<file path="config.mk">
export PLATFORM = sky130hd
export DESIGN_NAME = acumulador_exec
export DESIGN_NICKNAME = d
export VERILOG_FILES = /design/src/rtl/acumulador_exec.sv
export SDC_FILE = /design/constraint.sdc
export NUM_CORES = 1
export LEC_CHECK = 0
export ABC_CLOCK_PERIOD_IN_PS = 5100
export BUFFER_PORTS_ARGS = -buffer_cell sky130_fd_sc_hd__buf_4
export CORE_MARGIN = 4
export CORE_UTILIZATION = 55
export DETAILED_ROUTE_END_ITERATION = 7
export PLACE_DENSITY = 0.76
export SETUP_SLACK_MARGIN = 0.15
export SLEW_MARGIN = 10
export SYNTH_ARGS = -nofsm -noshare
export SYNTH_HDL_FRONTEND = slang
export SYNTH_SLANG_ARGS = --single-unit
</file>
<file path="constraint.sdc">
create_clock -name clk -period 5.1 [get_ports clk]
set_input_delay 0.51 -clock clk [delete_from_list [all_inputs] [get_ports clk]]
set_output_delay 0.51 -clock clk [all_outputs]
set_load 0.01 [all_outputs]
</file>
<file path="src/rtl/acumulador_exec.sv">
// Accumulator execution stage: latches opcode/operand on exec and applies it to acc one cycle later.
// Optional build macro ACUM_SAT_EN turns soma/sub into saturating operations.
module acumulador_exec #(
  parameter int WIDTH = 8
) (
  input  logic             clk,
  input  logic             rst,
  input  logic [3:0]       op,
  input  logic [WIDTH-1:0] din,
  input  logic             exec,
  output logic             busy,
  output logic             done,
  output logic [WIDTH-1:0] acc,
  output logic             zero,
  output logic             carry,
  output logic             neg,
  output logic             ilegal
);

  typedef enum logic {
    IDLE,
    EXEC
  } state_t;

  localparam logic [3:0] OP_SOMA  = 4'd0;
  localparam logic [3:0] OP_SUB   = 4'd1;
  localparam logic [3:0] OP_AND   = 4'd2;
  localparam logic [3:0] OP_OR    = 4'd3;
  localparam logic [3:0] OP_XOR   = 4'd4;
  localparam logic [3:0] OP_NOT   = 4'd5;
  localparam logic [3:0] OP_ESQ   = 4'd6;
  localparam logic [3:0] OP_DIR   = 4'd7;
  localparam logic [3:0] OP_CARGA = 4'd8;

  state_t           state;
  logic [3:0]       op_q;
  logic [WIDTH-1:0] din_q;

  logic [WIDTH:0]   sum;
  logic [WIDTH:0]   diff;
  logic [WIDTH-1:0] res;
  logic             res_carry;
  logic             res_legal;

  // Result of the latched command, evaluated against the current accumulator.
  // NOTE: every output of this block gets a default first, so no path leaves one unassigned and no latch is inferred.
  always_comb begin
    sum       = {1'b0, acc} + {1'b0, din_q};
    diff      = {1'b0, acc} - {1'b0, din_q};
    res       = acc;
    res_carry = carry;
    res_legal = 1'b1;
    case (op_q)
      OP_SOMA: begin
        res_carry = sum[WIDTH];
`ifdef ACUM_SAT_EN
        res = sum[WIDTH] ? '1 : sum[WIDTH-1:0];
`else
        res = sum[WIDTH-1:0];
`endif
      end
      OP_SUB: begin
        // The extra top bit of the widened difference is the unsigned borrow.
        res_carry = diff[WIDTH];
`ifdef ACUM_SAT_EN
        res = diff[WIDTH] ? '0 : diff[WIDTH-1:0];
`else
        res = diff[WIDTH-1:0];
`endif
      end
      OP_AND: begin
        res       = acc & din_q;
        res_carry = 1'b0;
      end
      OP_OR: begin
        res       = acc | din_q;
        res_carry = 1'b0;
      end
      OP_XOR: begin
        res       = acc ^ din_q;
        res_carry = 1'b0;
      end
      OP_NOT: begin
        res       = ~acc;
        res_carry = 1'b0;
      end
      OP_ESQ: begin
        res       = {acc[WIDTH-2:0], 1'b0};
        res_carry = acc[WIDTH-1];
      end
      OP_DIR: begin
        res       = {1'b0, acc[WIDTH-1:1]};
        res_carry = acc[0];
      end
      OP_CARGA: begin
        res       = din_q;
        res_carry = 1'b0;
      end
      default: res_legal = 1'b0;
    endcase
  end

  // Control FSM with registered status outputs; reset is synchronous and overrides any command.
  // NOTE: all state here uses non-blocking assignments so every register samples pre-edge values.
  always_ff @(posedge clk) begin
    if (rst) begin
      state  <= IDLE;
      op_q   <= '0;
      din_q  <= '0;
      acc    <= '0;
      zero   <= 1'b1;
      carry  <= 1'b0;
      neg    <= 1'b0;
      ilegal <= 1'b0;
      busy   <= 1'b0;
      done   <= 1'b0;
    end else begin
      done <= 1'b0;
      case (state)
        IDLE: begin
          if (exec) begin
            op_q  <= op;
            din_q <= din;
            busy  <= 1'b1;
            state <= EXEC;
          end
        end
        EXEC: begin
          busy  <= 1'b0;
          done  <= 1'b1;
          state <= IDLE;
          if (res_legal) begin
            acc    <= res;
            carry  <= res_carry;
            zero   <= (res == '0);
            neg    <= res[WIDTH-1];
            ilegal <= 1'b0;
          end else begin
            ilegal <= 1'b1;
          end
        end
        default: state <= IDLE;
      endcase
    end
  end

endmodule

</file>
==> key figures, run 1 <==
Status
  • Status: completed

Timing
  • Setup ws final: around 2.3 ns
  • Worst-Margin Slew: 1.02 ns
  • Slew Limit Fails: 0
  • Highest clock rate: 357 MHz
  • Clock Skew: 0.00228 ns
  • Unrepaired setup endpoints after global routing: false
  • Relative slew slack: 0.318
  • Final Hold Viols: 0
  • Final Setup Violations: 0
  • Period utilization: 0.550
  • Min Hold Slack: 0.461 ns
  • Setup tns final: 0 ns
  • Minimum clock period: between 2 and 3 ns

Clocking
  • Number of buffers created by CTS: 3
  • Clock tree buffer depth: 2
  • Clk root buf: clkbuf_8
  • TritonCTS clock tree: yes
  • CTS Hold Bufs: 0
  • CTS sink count: 26
  • Setup bufs post-CTS: 0
  • Clock transition at the registers of the reported paths: 0.09 ns
  • Later-pin clock latency in the skew report: roughly 0.26 ns
  • Post-cts resize count: 0
  • H-tree depth: 1

Power
  • Pwr/cell area: 218 nW/um^2
  • Power, Total: approximately 0.6 mW
  • Maximum VDD drop: 0.201 mV
  • LEAKAGE: 1.04 nW

Worst setup path
  • Most frequent CP cell: a21oi_1
  • Worst path cell trace: inv_1 > fa_1 > nand2b_1 > a21oi_1 > a32o_1 > a221oi_2 > o31ai_2 > a21oi_1 > a211oi_1
  • WP data required: 5.29 ns
  • WS Path Type: reg -> reg
  • CP max stage cell: dfxtp_1
  • Crit-path max cell delay: 0.54 ns
  • Crit start category: flop
  • Worst Path Max Fanout: 9
  • Worst Path Arrival: 2.99 ns
  • CP Capture Type: flop

Die
  • Cell Rows: 24
  • Core Box Area: 4410 um^2
  • Die height: 75.8 um
  • I/O pins: 29
  • Die X-Extent: 75.8 um
  • Initial Util: 0.572
  • DIE AREA: 5740 um^2

Placed design
  • Placed Instances: 385
  • Port-buffer cells: 28
  • Routability-driven placement congestion ratio: about 0.98
  • HPWL after DPL: 4990 um
  • Dpl ws: 2.37 ns

Final layout
  • Syn-to-layout area delta: 7.78%
  • Antenna Cells: 0
  • Post-Layout Cell Count: 388
  • Fin nets: around 380
  • Layout cell share with drive strength beyond 1: 0.140

Routing
  • ANT nets after route: 0
  • 1st-iter DRT viols: 310
  • DRC: 0
  • First drt pass iteration count: 7
  • Vias/cell: 6.46
  • Routed via count: 2507
  • Total Wirelength: 6840 um
  • WL/cell: roughly 18 um

Yosys
  • Top cells by count, synth: 40 x nand2_1, 26 x dfxtp_1, 26 x inv_1
  • Post-Syn Area: 2530 um^2
  • Post-synthesis cell type count: just over 60
  • EDFF count, synth: 0
  • Syn avg cell area: 7.77 um^2
  • Syn_nets: 366
  • Ys Warns: 0
  • Synth top area cells: dfxtp_1 21%, ha_1 12%, nand2_1 5.9%
  • Area leader, netlist: dfxtp_1
  • Asr flop ratio synth: 0
  • Syn Inst Count: 325
  • Post-synth top flop: dfxtp_1
  • Sequential area share after synthesis: 0.206
  • Number of synthesized register bits: 26
  • Count leader, synth: nand2_1
  • Share of the synthesized area in the top cell type: 0.206

Flow run
  • Max Cap Viol: 0

Global route
  • Met3 global-route usage: 0.0317
  • Vias in the first global route: 2298
  • Gr ovfl total: 0
  • Initial antenna violation count: 0
  • Total GRT Usage: 0.255
  • GR Util met1: 0.373
  • Met2 usage: 0.401
  • GR peak layer: met2
  • Largest net degree at the start of global routing: 28
  • Global-route wire length before repair: 11400 um

Worst hold path
  • Worst hold path type: reg -> reg
-- registers in the layout, indices dropped and copies added (netlist names) --
name,cells
state,1
zero,1
ilegal,1
acc,8
busy,1
done,1
carry,1
op_q,4
din_q,8
-- final timing paths --
| check | startpoint | endpoint | slack, ns | depth (start not counted) |
|---|---|---|---|---|
| setup / recovery | acc[1] | acc[6] | 2.30 | 9 |
| setup reg to reg | acc[1] | acc[6] | 2.30 | 9 |
| hold reg to reg | carry | carry | 0.46 | 2 |
| hold / removal | carry | carry | 0.46 | 2 |
-- logic make-up (layout without fill, tap and decap cells) --
kind of cell / after synthesis / after routing / synth area share
DFF: 26 / 26 / 0.206
buffers and inverters: 49 / 60 / 0.0951
muxes: 10 / 10 / 0.0500
and+or+nand+nor: 112 / 112 / 0.221
adders and majority gates: 26 / 26 / 0.135
xor gates and xnor gates: 5 / 5 / 0.0173
AOI/OAI and AO/OA: 97 / 97 / 0.276
-- per-stage QoR --
| step | area, um^2 | utilization |
|---|---|---|
| 6_report | 2720 | 0.617 |
| 5_1_grt | 2720 | 0.617 |
| 4_1_cts | 2720 | 0.617 |
| 3_5_place_dp | 2680 | 0.607 |
| 3_3_place_gp | 2680 | 0.607 |
| 2_1_floorplan | 2530 | - |
-- metal layers --
metal / part of all wire / vias to the layer above / wire, um
li1: - / 1193 / -
met1: 0.44 / 1164 / 3000
met2: 0.46 / 140 / 3140
met3: 0.091 / 10 / 624
met4: 0.011 / 0 / 74
met5: 0 / - / 0
-- placed cells by master (no fill, tap or decap), types with 7 or more instances in the layout --
master,n
nand2_1,40
buf_4,31
inv_1,26
dfxtp_1,26
a21oi_1,25
ha_1,24
nor2_1,23
o21ai_0,13
a211oi_1,10
nor2b_1,9
nand2b_1,8
mux2i_1,7
nor3_1,7
-- critical path, delay by kind of cell, from the launching register on --
kind	cells	cell delay, ns
and+or+nand+nor	1	0.18
adders and majority gates	1	0.46
AOI/OAI and AO/OA	6	1.38
DFF	1	0.54
buffers and inverters	1	0.16
-- final cells by class --
class                      count  area (um^2)
clock buffer                   3         41.3
fill                         407         1690
inverter                      26         97.6
multi-input combinational    250         1770
sequential                    26          520
tap                           52         65.1
timing repair buffer          31          233
-- power by group --
part / total (mW) / internal [mW] / switching, mW / leakage, nW
registers: 0.242 / 0.216 / 0.0261 / 0.214
clock network: 0.116 / 0.0529 / 0.0629 / 0.0216
logic: 0.236 / 0.101 / 0.135 / 0.801
total: 0.594 / 0.370 / 0.224 / 1.04
Power figures use the tool's default switching activity.
==> run 2: changes to the inputs <==
--- a/config.mk
+++ b/config.mk
@@ -5,7 +5,7 @@
 export SDC_FILE = /design/constraint.sdc
 export NUM_CORES = 1
 export LEC_CHECK = 0
-export ABC_CLOCK_PERIOD_IN_PS = 5100
+export ABC_CLOCK_PERIOD_IN_PS = 2800
 export BUFFER_PORTS_ARGS = -buffer_cell sky130_fd_sc_hd__buf_4
 export CORE_MARGIN = 4
 export CORE_UTILIZATION = 55
==> constraint.sdc (replaced) <==
create_clock -name clk -period 2.8 [get_ports clk]
set_input_delay 0.28 -clock clk [delete_from_list [all_inputs] [get_ports clk]]
set_output_delay 0.28 -clock clk [all_outputs]
set_load 0.01 [all_outputs]
==> run 2 against run 1 <==
Against the previous run: non-clock buffer count grew 18; critical path depth stayed put; fmax grew 11%; first-iteration DRC count down 2.6%; utilization is 3.9 points higher; critical path type unchanged.
==> key figures, run 2 (synthesis results as in run 1) <==
Worst setup path
  • Worst Reg-to-Reg Cells: 9
  • WS Path Type: reg -> reg
  • R2r startpoint: acc[0]
  • Crit start category: flop
  • R2R Setup Slk: 0.28 ns
  • Worst Path Max Fanout: 6
  • Worst reg2reg path endpoint: zero
  • Worst Path Arrival: 2.75 ns
  • CP Capture Type: flop
  • WP data required: 3.03 ns

Global route
  • Initial antenna violation count: 0
  • Gr ovfl total: 0
  • Global-route wire length before repair: 11600 um
  • Total GRT Usage: 0.264
  • Largest net degree at the start of global routing: 27
  • Vias in the first global route: 2326

Clocking
  • TritonCTS clock tree: yes
  • CTS sink count: 26
  • H-tree depth: 1
  • CTS Hold Bufs: 0
  • Later-pin clock latency in the skew report: 0.28 ns
  • Clk root buf: clkbuf_8
  • Clock transition at the registers of the reported paths: 0.09 ns
  • Clock tree buffer depth: 2
  • Number of buffers created by CTS: 3

Timing
  • Highest clock rate: 396 MHz
  • Period utilization: 0.901
  • Final Setup Violations: 0
  • Worst-Margin Slew: 0.830 ns
  • Minimum clock period: approximately 2.5 ns
  • Clock Skew: 0.00840 ns
  • Relative slew slack: 0.446
  • Slew Limit Fails: 0
  • Setup tns final: 0 ns
  • Unrepaired setup endpoints after global routing: false
  • Final Hold Viols: 0

Placed design
  • HPWL after DPL: roughly 5500 um
  • Port-buffer cells: 28
  • Routability-driven placement congestion ratio: 0.995

Final layout
  • Fin nets: 397
  • Most frequent cells in the layout: 49 x buf_4, 40 x nand2_1, 26 x inv_1, 25 x dfxtp_1
  • Syn-to-layout area delta: 14.6%
  • Largest registers: acc (8), din_q (8), op_q (4)
  • Commonest non-fill, non-tap cell in the layout: buf_4
  • Antenna Cells: 0
  • Layout cell share with drive strength beyond 1: 0.197

Routing
  • 1st-iter DRT viols: 302
  • Routed via count: 2604
  • Vias/cell: 6.40
  • DRC: 0
  • First drt pass iteration count: 5
  • Total Wirelength: a little over 7000 um
  • WL/cell: approximately 18 um
  • ANT nets after route: 0

Die
  • Die height: 75.8 um
  • Die X-Extent: 75.8 um
  • Initial Util: 0.572
  • Core Box Area: approximately 4400 um^2
  • Cell Rows: 24
  • DIE AREA: 5740 um^2
  • I/O pins: 29

Power
  • Power, Total: 1.16 mW
  • LEAKAGE: 1.14 nW
  • Maximum VDD drop: 0.353 mV
  • Pwr/cell area: 400 nW/um^2

Worst hold path
  • Hold Path Sink: din_q[5]
  • WHS Path Cells: 3
  • Worst hold path type: in -> reg
  • Min-delay src: din[5]

Flow run
  • Max Cap Viol: 0

Status
  • Status: completed
run 2: cell count changes in the layout (fill, tap and decap cells not counted):
cell | before | now
a21oi_1 | 25 | 24
a21oi_4 | 0 | 1
buf_4 | 31 | 49
clkbuf_8 | 3 | 4
dfxtp_1 | 26 | 25
dfxtp_2 | 0 | 1
nor3_1 | 7 | 6
nor3_2 | 0 | 1
nor4_1 | 5 | 4
nor4_2 | 0 | 1
run 2: layout make-up:
cell class                 instances  area [um^2]
timing repair buffer              49          368
multi-input combinational        250         1790
fill                             391         1520
sequential                        26          522
tap                               52         65.1
clock buffer                       4         55.1
inverter                          26         97.6
run 2: worst max path at each step:
stage / endpoint / from / slack (ns)
finish: zero / acc[0] / 0.28
detailed placement: acc[6] / acc[0] / 0.20
global placement: acc[6] / acc[0] / 0.25
floorplan: acc[6] / acc[1] / 0.39
global route: zero / din_q[3] / 0.15
CTS: acc[6] / acc[0] / 0.17
run 2: power breakdown:
part / internal, mW / total, mW / switching (mW) / leakage, nW
sequential: 0.393 / 0.434 / 0.0410 / 0.214
clock: 0.126 / 0.248 / 0.122 / 0.0288
combinational: 0.209 / 0.476 / 0.267 / 0.897
total: 0.728 / 1.16 / 0.430 / 1.14
run 2: repair_timing:
action | CTS | global route
setup endpoints to repair | 0 | 3
buffers inserted | 0 | 1
resized for setup | 0 | 5
run 2: per-stage QoR:
stage / utilization / cells / setup slack, ns / cell area [um^2] / hold WS (ns)
2_1_floorplan: - / 325 / 0.388 / 2530 / 0.416
3_3_place_gp: 0.636 / 402 / 0.254 / 2810 / 0.443
3_5_place_dp: 0.636 / 402 / 0.202 / 2810 / 0.450
4_1_cts: 0.649 / 406 / 0.170 / 2860 / 0.239
5_1_grt: 0.656 / 407 / 0.151 / 2900 / 0.238
6_report: 0.656 / 407 / 0.277 / 2900 / 0.239
run 2: per-layer routing:
layer / vias to the layer above / wire length (um) / GRT usage
met2: 145 / 3230 / 0.405
met5: - / 0 / 0
met1: 1201 / 3170 / 0.377
met3: 26 / 633 / 0.0383
met4: 0 / 220 / 0.0893
li1: 1232 / - / -
run 2: worst max-delay path, cell delays in order, from the launching register on:
cell and delay (ns):
dfxtp_2 0.38, inv_1 0.09, ha_1 0.24, inv_1 0.08
fa_1 0.40, mux4_2 0.48, a22oi_1 0.25, nand4_1 0.17
nor4_2 0.22, a31o_1 0.18
